[config.mk]
export PLATFORM = sky130hd
export DESIGN_NAME = mem_port_arbiter
export DESIGN_NICKNAME = d
export VERILOG_FILES = /design/src/rtl/riscv_pkg.sv /design/src/rtl/arb_pick.sv /design/src/rtl/mem_port_arbiter.sv
export SDC_FILE = /design/constraint.sdc
export NUM_CORES = 1
export LEC_CHECK = 0
export BUFFER_PORTS_ARGS = -buffer_cell sky130_fd_sc_hd__buf_2
export CAP_MARGIN = 20
export CELL_PAD_IN_SITES_DETAIL_PLACEMENT = 0
export CELL_PAD_IN_SITES_GLOBAL_PLACEMENT = 2
export CORE_MARGIN = 1.5
export CORE_UTILIZATION = 24
export CTS_CLUSTER_SIZE = 8
export DETAILED_ROUTE_END_ITERATION = 7
export HOLD_SLACK_MARGIN = 0.15
export PLACE_DENSITY = 0.86
export SETUP_SLACK_MARGIN = 0.1
export SYNTH_ARGS = -nofsm -noshare
export SYNTH_HDL_FRONTEND = slang
export SYNTH_SLANG_ARGS = --single-unit
export TNS_END_PERCENT = 10
[constraint.sdc]
create_clock -name clk -period 2.2 [get_ports clk]
set_input_delay 0.11 -clock clk [delete_from_list [all_inputs] [get_ports clk]]
set_output_delay 0.11 -clock clk [all_outputs]
set_load 0.02 [all_outputs]
[src/rtl/riscv_pkg.sv]
// Shared types and constants for the fetch/exec memory port arbiter.
package riscv_pkg;

   localparam int unsigned DEFAULT_MAX_WAIT = 4;
   localparam int unsigned DEFAULT_AW       = 32;
   // Widest address the latched command can carry; AW must not exceed it.
   localparam int unsigned CMD_AW           = 32;
   localparam int unsigned DATA_W           = 32;
   localparam int unsigned STRB_W           = 4;
   // Wide enough for a MAX_WAIT of up to 15.
   localparam int unsigned STARVE_W         = 4;

   typedef enum logic [1:0] {
      IDLE      = 2'd0,
      ISSUE     = 2'd1,
      WAIT_RESP = 2'd2
   } arb_state_t;

   typedef enum logic [1:0] {
      NONE  = 2'd0,
      FETCH = 2'd1,
      DATA  = 2'd2
   } arb_owner_t;

   typedef struct packed {
      logic              we;
      logic [CMD_AW-1:0] addr;
      logic [DATA_W-1:0] wdata;
      logic [STRB_W-1:0] wstrb;
   } mem_cmd_t;

   // Saturating increment used by the fetch starvation counter.
   function automatic logic [STARVE_W-1:0] starve_inc(
      input logic [STARVE_W-1:0] cnt,
      input logic [STARVE_W-1:0] limit
   );
      return (cnt >= limit) ? limit : cnt + STARVE_W'(1);
   endfunction

endpackage

[src/rtl/arb_pick.sv]
// Combinational winner selection between fetch and data requesters.
// grant is one-hot: bit 0 = fetch, bit 1 = data, 2'b00 = nobody requesting.
module arb_pick
   import riscv_pkg::*;
#(
   parameter int unsigned MAX_WAIT = DEFAULT_MAX_WAIT
) (
   input  logic                if_req,
   input  logic                d_req,
   input  logic [STARVE_W-1:0] starve_cnt,
   output logic [1:0]          grant
);

   localparam logic [STARVE_W-1:0] MAX_CNT = STARVE_W'(MAX_WAIT);

   // Data wins contention unless fetch has already lost MAX_WAIT times in a row.
   always_comb begin
      grant = 2'b00;
      if (d_req && if_req) begin
         grant = (starve_cnt == MAX_CNT) ? 2'b01 : 2'b10;
      end else if (d_req) begin
         grant = 2'b10;
      end else if (if_req) begin
         grant = 2'b01;
      end
   end

endmodule

[src/rtl/mem_port_arbiter.sv]
// Shares one single-ported memory between the fetch and exec stages.
// One transaction in flight: IDLE picks and latches a command, ISSUE holds
// mem_req until mem_gnt, WAIT_RESP routes the single response to the owner.
//
// Handshake: a requester holds req and its command until it sees gnt, which is
// only ever asserted in IDLE and combinationally in the same cycle; the memory
// accepts in the cycle mem_req && mem_gnt and answers later with a one-cycle
// mem_rvalid, which is forwarded as a one-cycle rvalid to the owner only.
module mem_port_arbiter
   import riscv_pkg::*;
#(
   parameter int unsigned MAX_WAIT = DEFAULT_MAX_WAIT,
   parameter int unsigned AW       = DEFAULT_AW
) (
   input  logic              clk,
   input  logic              rst_n,
   // fetch port
   input  logic              if_req,
   input  logic [AW-1:0]     if_addr,
   output logic              if_gnt,
   output logic              if_rvalid,
   output logic [DATA_W-1:0] if_rdata,
   // data port
   input  logic              d_req,
   input  logic              d_we,
   input  logic [AW-1:0]     d_addr,
   input  logic [DATA_W-1:0] d_wdata,
   input  logic [STRB_W-1:0] d_wstrb,
   output logic              d_gnt,
   output logic              d_rvalid,
   output logic [DATA_W-1:0] d_rdata,
   // memory port
   output logic              mem_req,
   output logic              mem_we,
   output logic [AW-1:0]     mem_addr,
   output logic [DATA_W-1:0] mem_wdata,
   output logic [STRB_W-1:0] mem_wstrb,
   input  logic              mem_gnt,
   input  logic              mem_rvalid,
   input  logic [DATA_W-1:0] mem_rdata
);

   arb_state_t          state_q, state_d;
   arb_owner_t          owner_q, owner_d;
   logic [STARVE_W-1:0] starve_q, starve_d;
   mem_cmd_t            cmd_q, cmd_d;
   logic [1:0]          pick;

   arb_pick #(
      .MAX_WAIT (MAX_WAIT)
   ) u_pick (
      .if_req     (if_req),
      .d_req      (d_req),
      .starve_cnt (starve_q),
      .grant      (pick)
   );

   // Next-state, grant and response routing; every output defaults to 0.
   always_comb begin
      state_d   = state_q;
      owner_d   = owner_q;
      starve_d  = starve_q;
      cmd_d     = cmd_q;
      if_gnt    = 1'b0;
      d_gnt     = 1'b0;
      if_rvalid = 1'b0;
      if_rdata  = '0;
      d_rvalid  = 1'b0;
      d_rdata   = '0;
      mem_req   = 1'b0;

      unique case (state_q)
         IDLE: begin
            // Grants are combinational, so they are suppressed while reset is held.
            // Any mem_rvalid here is stale and deliberately dropped.
            if (rst_n) begin
               if (pick[1]) begin
                  d_gnt       = 1'b1;
                  owner_d     = DATA;
                  state_d     = ISSUE;
                  cmd_d.we    = d_we;
                  cmd_d.addr  = CMD_AW'(d_addr);
                  cmd_d.wdata = d_we ? d_wdata : '0;
                  cmd_d.wstrb = d_we ? d_wstrb : '0;
                  if (if_req) begin
                     starve_d = starve_inc(starve_q, STARVE_W'(MAX_WAIT));
                  end
               end else if (pick[0]) begin
                  if_gnt      = 1'b1;
                  owner_d     = FETCH;
                  state_d     = ISSUE;
                  cmd_d.we    = 1'b0;
                  cmd_d.addr  = CMD_AW'(if_addr);
                  cmd_d.wdata = '0;
                  cmd_d.wstrb = '0;
                  starve_d    = '0;
               end
            end
         end

         ISSUE: begin
            // Responses cannot precede acceptance, so mem_rvalid is ignored here.
            mem_req = 1'b1;
            if (mem_gnt) begin
               state_d = WAIT_RESP;
            end
         end

         WAIT_RESP: begin
            if (mem_rvalid) begin
               if (owner_q == FETCH) begin
                  if_rvalid = 1'b1;
                  if_rdata  = mem_rdata;
               end else if (owner_q == DATA) begin
                  d_rvalid = 1'b1;
                  d_rdata  = cmd_q.we ? '0 : mem_rdata;
               end
               state_d = IDLE;
               owner_d = NONE;
            end
         end

         default: begin
            state_d = IDLE;
            owner_d = NONE;
         end
      endcase
   end

   // FSM state register.
   always_ff @(posedge clk or negedge rst_n) begin
      if (!rst_n) begin
         state_q <= IDLE;
      end else begin
         state_q <= state_d;
      end
   end

   // Owner, starvation counter and latched memory command.
   always_ff @(posedge clk or negedge rst_n) begin
      if (!rst_n) begin
         owner_q  <= NONE;
         starve_q <= '0;
         cmd_q    <= '0;
      end else begin
         owner_q  <= owner_d;
         starve_q <= starve_d;
         cmd_q    <= cmd_d;
      end
   end

   assign mem_we    = cmd_q.we;
   assign mem_addr  = cmd_q.addr[AW-1:0];
   assign mem_wdata = cmd_q.wdata;
   assign mem_wstrb = cmd_q.wstrb;

endmodule
==> flow_metrics.tcl <==
set metrics [dict create \
    status "finished, final reports clean" \
    mappedNetlistNets 572 \
    cp_max_fo 16 \
    startpoint_type "register" \
    pre_cts_slack_ns 0.467 \
    top_layer_used "met4" \
    cts_tree "yes" \
    synth.area.top_cells "dfrtp_1, and2_1, nand3_1" \
    pin_count 277 \
    pwr-share-comb 0.436 \
    totalWireLength_um 16000 \
    clkPwrFrac 0.214 \
    crit_start "state_q[0]" \
    path_clk_slew_ns 0.06 \
    tns_ns 0 \
    grt_pass1_wl_um 24500 \
    track_usage 0.175 \
    fillerInstances 1566 \
    synth_warnings 0 \
    vias_per_cell 4.74 \
    arrival_ns 1.95 \
    dr_wl_met2_um 7890 \
    min_period_ns 2.06 \
    cap_violations 0 \
    drt_iter0_drc 206 \
    p_sw_frac 0.411 \
    layout-drive-gt1-share 0.400 \
    dieArea_um2 17600 \
    grt_max_degree 62 \
    core.rowCount 47 \
    p_leak_uw 0.00347 \
    crit_path_end "d_rdata[6]" \
    h-tree-depth 3 \
    rrSetupSlack_ns 0.40 \
    cts.sinks 77 \
    first_pass_iters 4 \
    rsz0062_at_grt "yes" \
    vias 4858 \
    syn_avg_cell_area_um2 9.34 \
    clk_latency_ns 0.34 \
    synthToLayoutAreaGrowth_pct 76.4 \
    syn_area_um2 4030 \
    criticalPathCategory "register to primary output" \
    cts_root_buffer "clkbuf_16" \
    power.density_nw_per_um2 919 \
    setup_viol 0 \
    synth_cells 431 \
    hold_class "input port to register" \
    p_switching_uw 2680 \
    intPower_uw 3840 \
    antenna_found_initial 1 \
    ctsLongestPathBuffers 2 \
    sequentialPowerShare 0.350 \
    synth-seq-cells 77 \
    yosysUniqueCellTypes 31 \
    met1_length_um 6760 \
    worst_pin_slew_ns 0.902 \
    multi_input_area_um2 1880 \
    antenna_left 0 \
    synth_top_area_frac 0.479 \
    worstReg2RegEnd "mem_addr[20]" \
    fmax_ghz 0.484 \
    gp_congestion 0.827 \
    seqCellArea_um2 1930 \
    fin_ws_ns 0.135 \
    seq_area_frac_synth 0.479 \
    grt_pass1_vias 4745 \
    die_y_um 133 \
    fin_crit_sh 0.938 \
    final_util 0.431 \
    core_area_um2 16500 \
    finalHoldViolCount 0 \
    crit_required_ns 2.09 \
    yosysTopAreaCell "dfrtp_1" \
    relSlewSlack 0.398 \
    portBuffers 276 \
    initial_core_util 0.244 \
    fin_skew_ns 0.00693 \
    hpwlAfterDp_um 10100 \
    layout.nets 940 \
    cts_buffers 9 \
    critPathCaptureType "primary output" \
    reg2regPathDepth 5 \
    drv_slew 0 \
    drc 0 \
    regToRegStartpoint "state_q[0]" \
    dr_wl_met3_um 1060 \
    gr-total-overflow 0 \
    wire_per_inst_um 15.6 \
    die_x_um 133 \
    ir_drop_mv 0.473 \
]
[registers in the layout (all words and copies together) (netlist names)]
signal     cells
starve_q       4
owner_q        2
mem_wstrb      4
state_q        2
mem_addr      32
mem_we         1
mem_wdata     32
[metal layers]
layer | GRT usage | vias up
li1 | - | 2306
met1 | 0.211 | 2305
met2 | 0.302 | 218
met3 | 0.0487 | 29
met4 | 0.0556 | 0
met5 | 0 | -
[power groups by stage]
stage          Clock, uW  Combinational [uW]  Sequential (uW)
2_1_floorplan          0                1060             2850
3_3_place_gp           0                2620             2290
3_5_place_dp           0                2660             2280
4_1_cts             1450                2800             2280
5_1_grt             1510                3070             2350
6_report            1400                2840             2280
[worst min path at each step]
stage	slack, ns	startpoint	cells past startpoint	endpoint
6_report	0.38	d_we	4	mem_wdata[28]
3_5_place_dp	0.21	rst_n	2	starve_q[2]
3_3_place_gp	0.21	rst_n	2	starve_q[2]
2_1_floorplan	-0.19	rst_n	0	mem_addr[0]
5_1_grt	0.42	d_we	4	mem_wdata[28]
4_1_cts	0.37	d_we	4	mem_wdata[30]
[cell families after synthesis]
| logic type | share of synthesized area |
|---|---|
| compound gates | 0.226 |
| fa+ha+maj | 0.00622 |
| buf+inv | 0.0584 |
| flops | 0.479 |
| simple gates | 0.231 |
[repair_timing]
action                                  CTS  global route
gates cloned                              0             2
buffers inserted                          0             4
endpoints found under the setup margin    4            64
pin swaps                                 0             2
hold buffers                            106             0
hold endpoints to repair                150             0
gates resized for setup                   1            41
[cells in the final DEF, fill, tap and decap left out, drive strengths merged]
cell / count
buf: 295
dlygate4sd3: 105
dfrtp: 77
nand3: 70
and2: 65
o21ai: 40
o2bb2ai: 36
a21oi: 34
a31oi: 32
clkbuf: 12
inv: 6
nand2: 5
nor2: 4
nor3b: 3
nand3b: 2
nand2b: 2
ha: 2
clkinv: 2
clkinvlp: 2
diode: 1
nor4b: 1
nand4b: 1
or3b: 1
nand4bb: 1
or2: 1
a31o: 1
o21bai: 1
nand4: 1
and4b: 1
o211ai: 1
[synth_stat cells]
master / instances
and2_1: 65
o2bb2ai_1: 36
a31oi_1: 32
nand3b_1: 2
nor2_2: 1
o21bai_1: 1
nor3b_1: 1
nor4b_4: 1
a21oi_1: 34
o211ai_1: 1
buf_6: 4
buf_2: 13
nand4_1: 1
nor3b_2: 2
nand4b_1: 1
nand3_1: 70
or3b_1: 1
buf_4: 1
nand4bb_1: 1
nand2_1: 5
inv_1: 5
ha_1: 2
dfrtp_1: 77
or2_2: 1
clkbuf_1: 25
nand2b_1: 2
o21ai_0: 40
nor2_1: 3
a31o_2: 1
clkbuf_2: 1
and4b_1: 1
[per-stage QoR]
stage | cells | hold WS, ns | power (uW) | cell area, um2
floorplan | 431 | -0.186 | 3900 | 4030
global placement | 896 | 0.206 | 4910 | 5600
detailed placement | 896 | 0.211 | 4940 | 5600
CTS | 1018 | 0.372 | 6530 | 6950
global route | 1025 | 0.424 | 6930 | 7100
finish | 1025 | 0.377 | 6520 | 7100
[area by class of cell]
type                    instances  area share
diodes                          1    0.000352
clock buffers                  11      0.0342
clock inverters                 5     0.00476
inverters                       5     0.00264
multi-input cells             305       0.264
flip-flops and latches         77       0.272
well taps                     220      0.0388
repair buffers                401       0.383
[critical path, stage by stage, from the launching register on]
cell and delay (ns):
dfrtp_2 0.44, nand3b_1 0.26, nor4b_4 0.32, buf_4 0.18, buf_8 0.13, and2_1 0.14
buf_4 0.14
No activity file was read; power rests on OpenSTA's default activity.
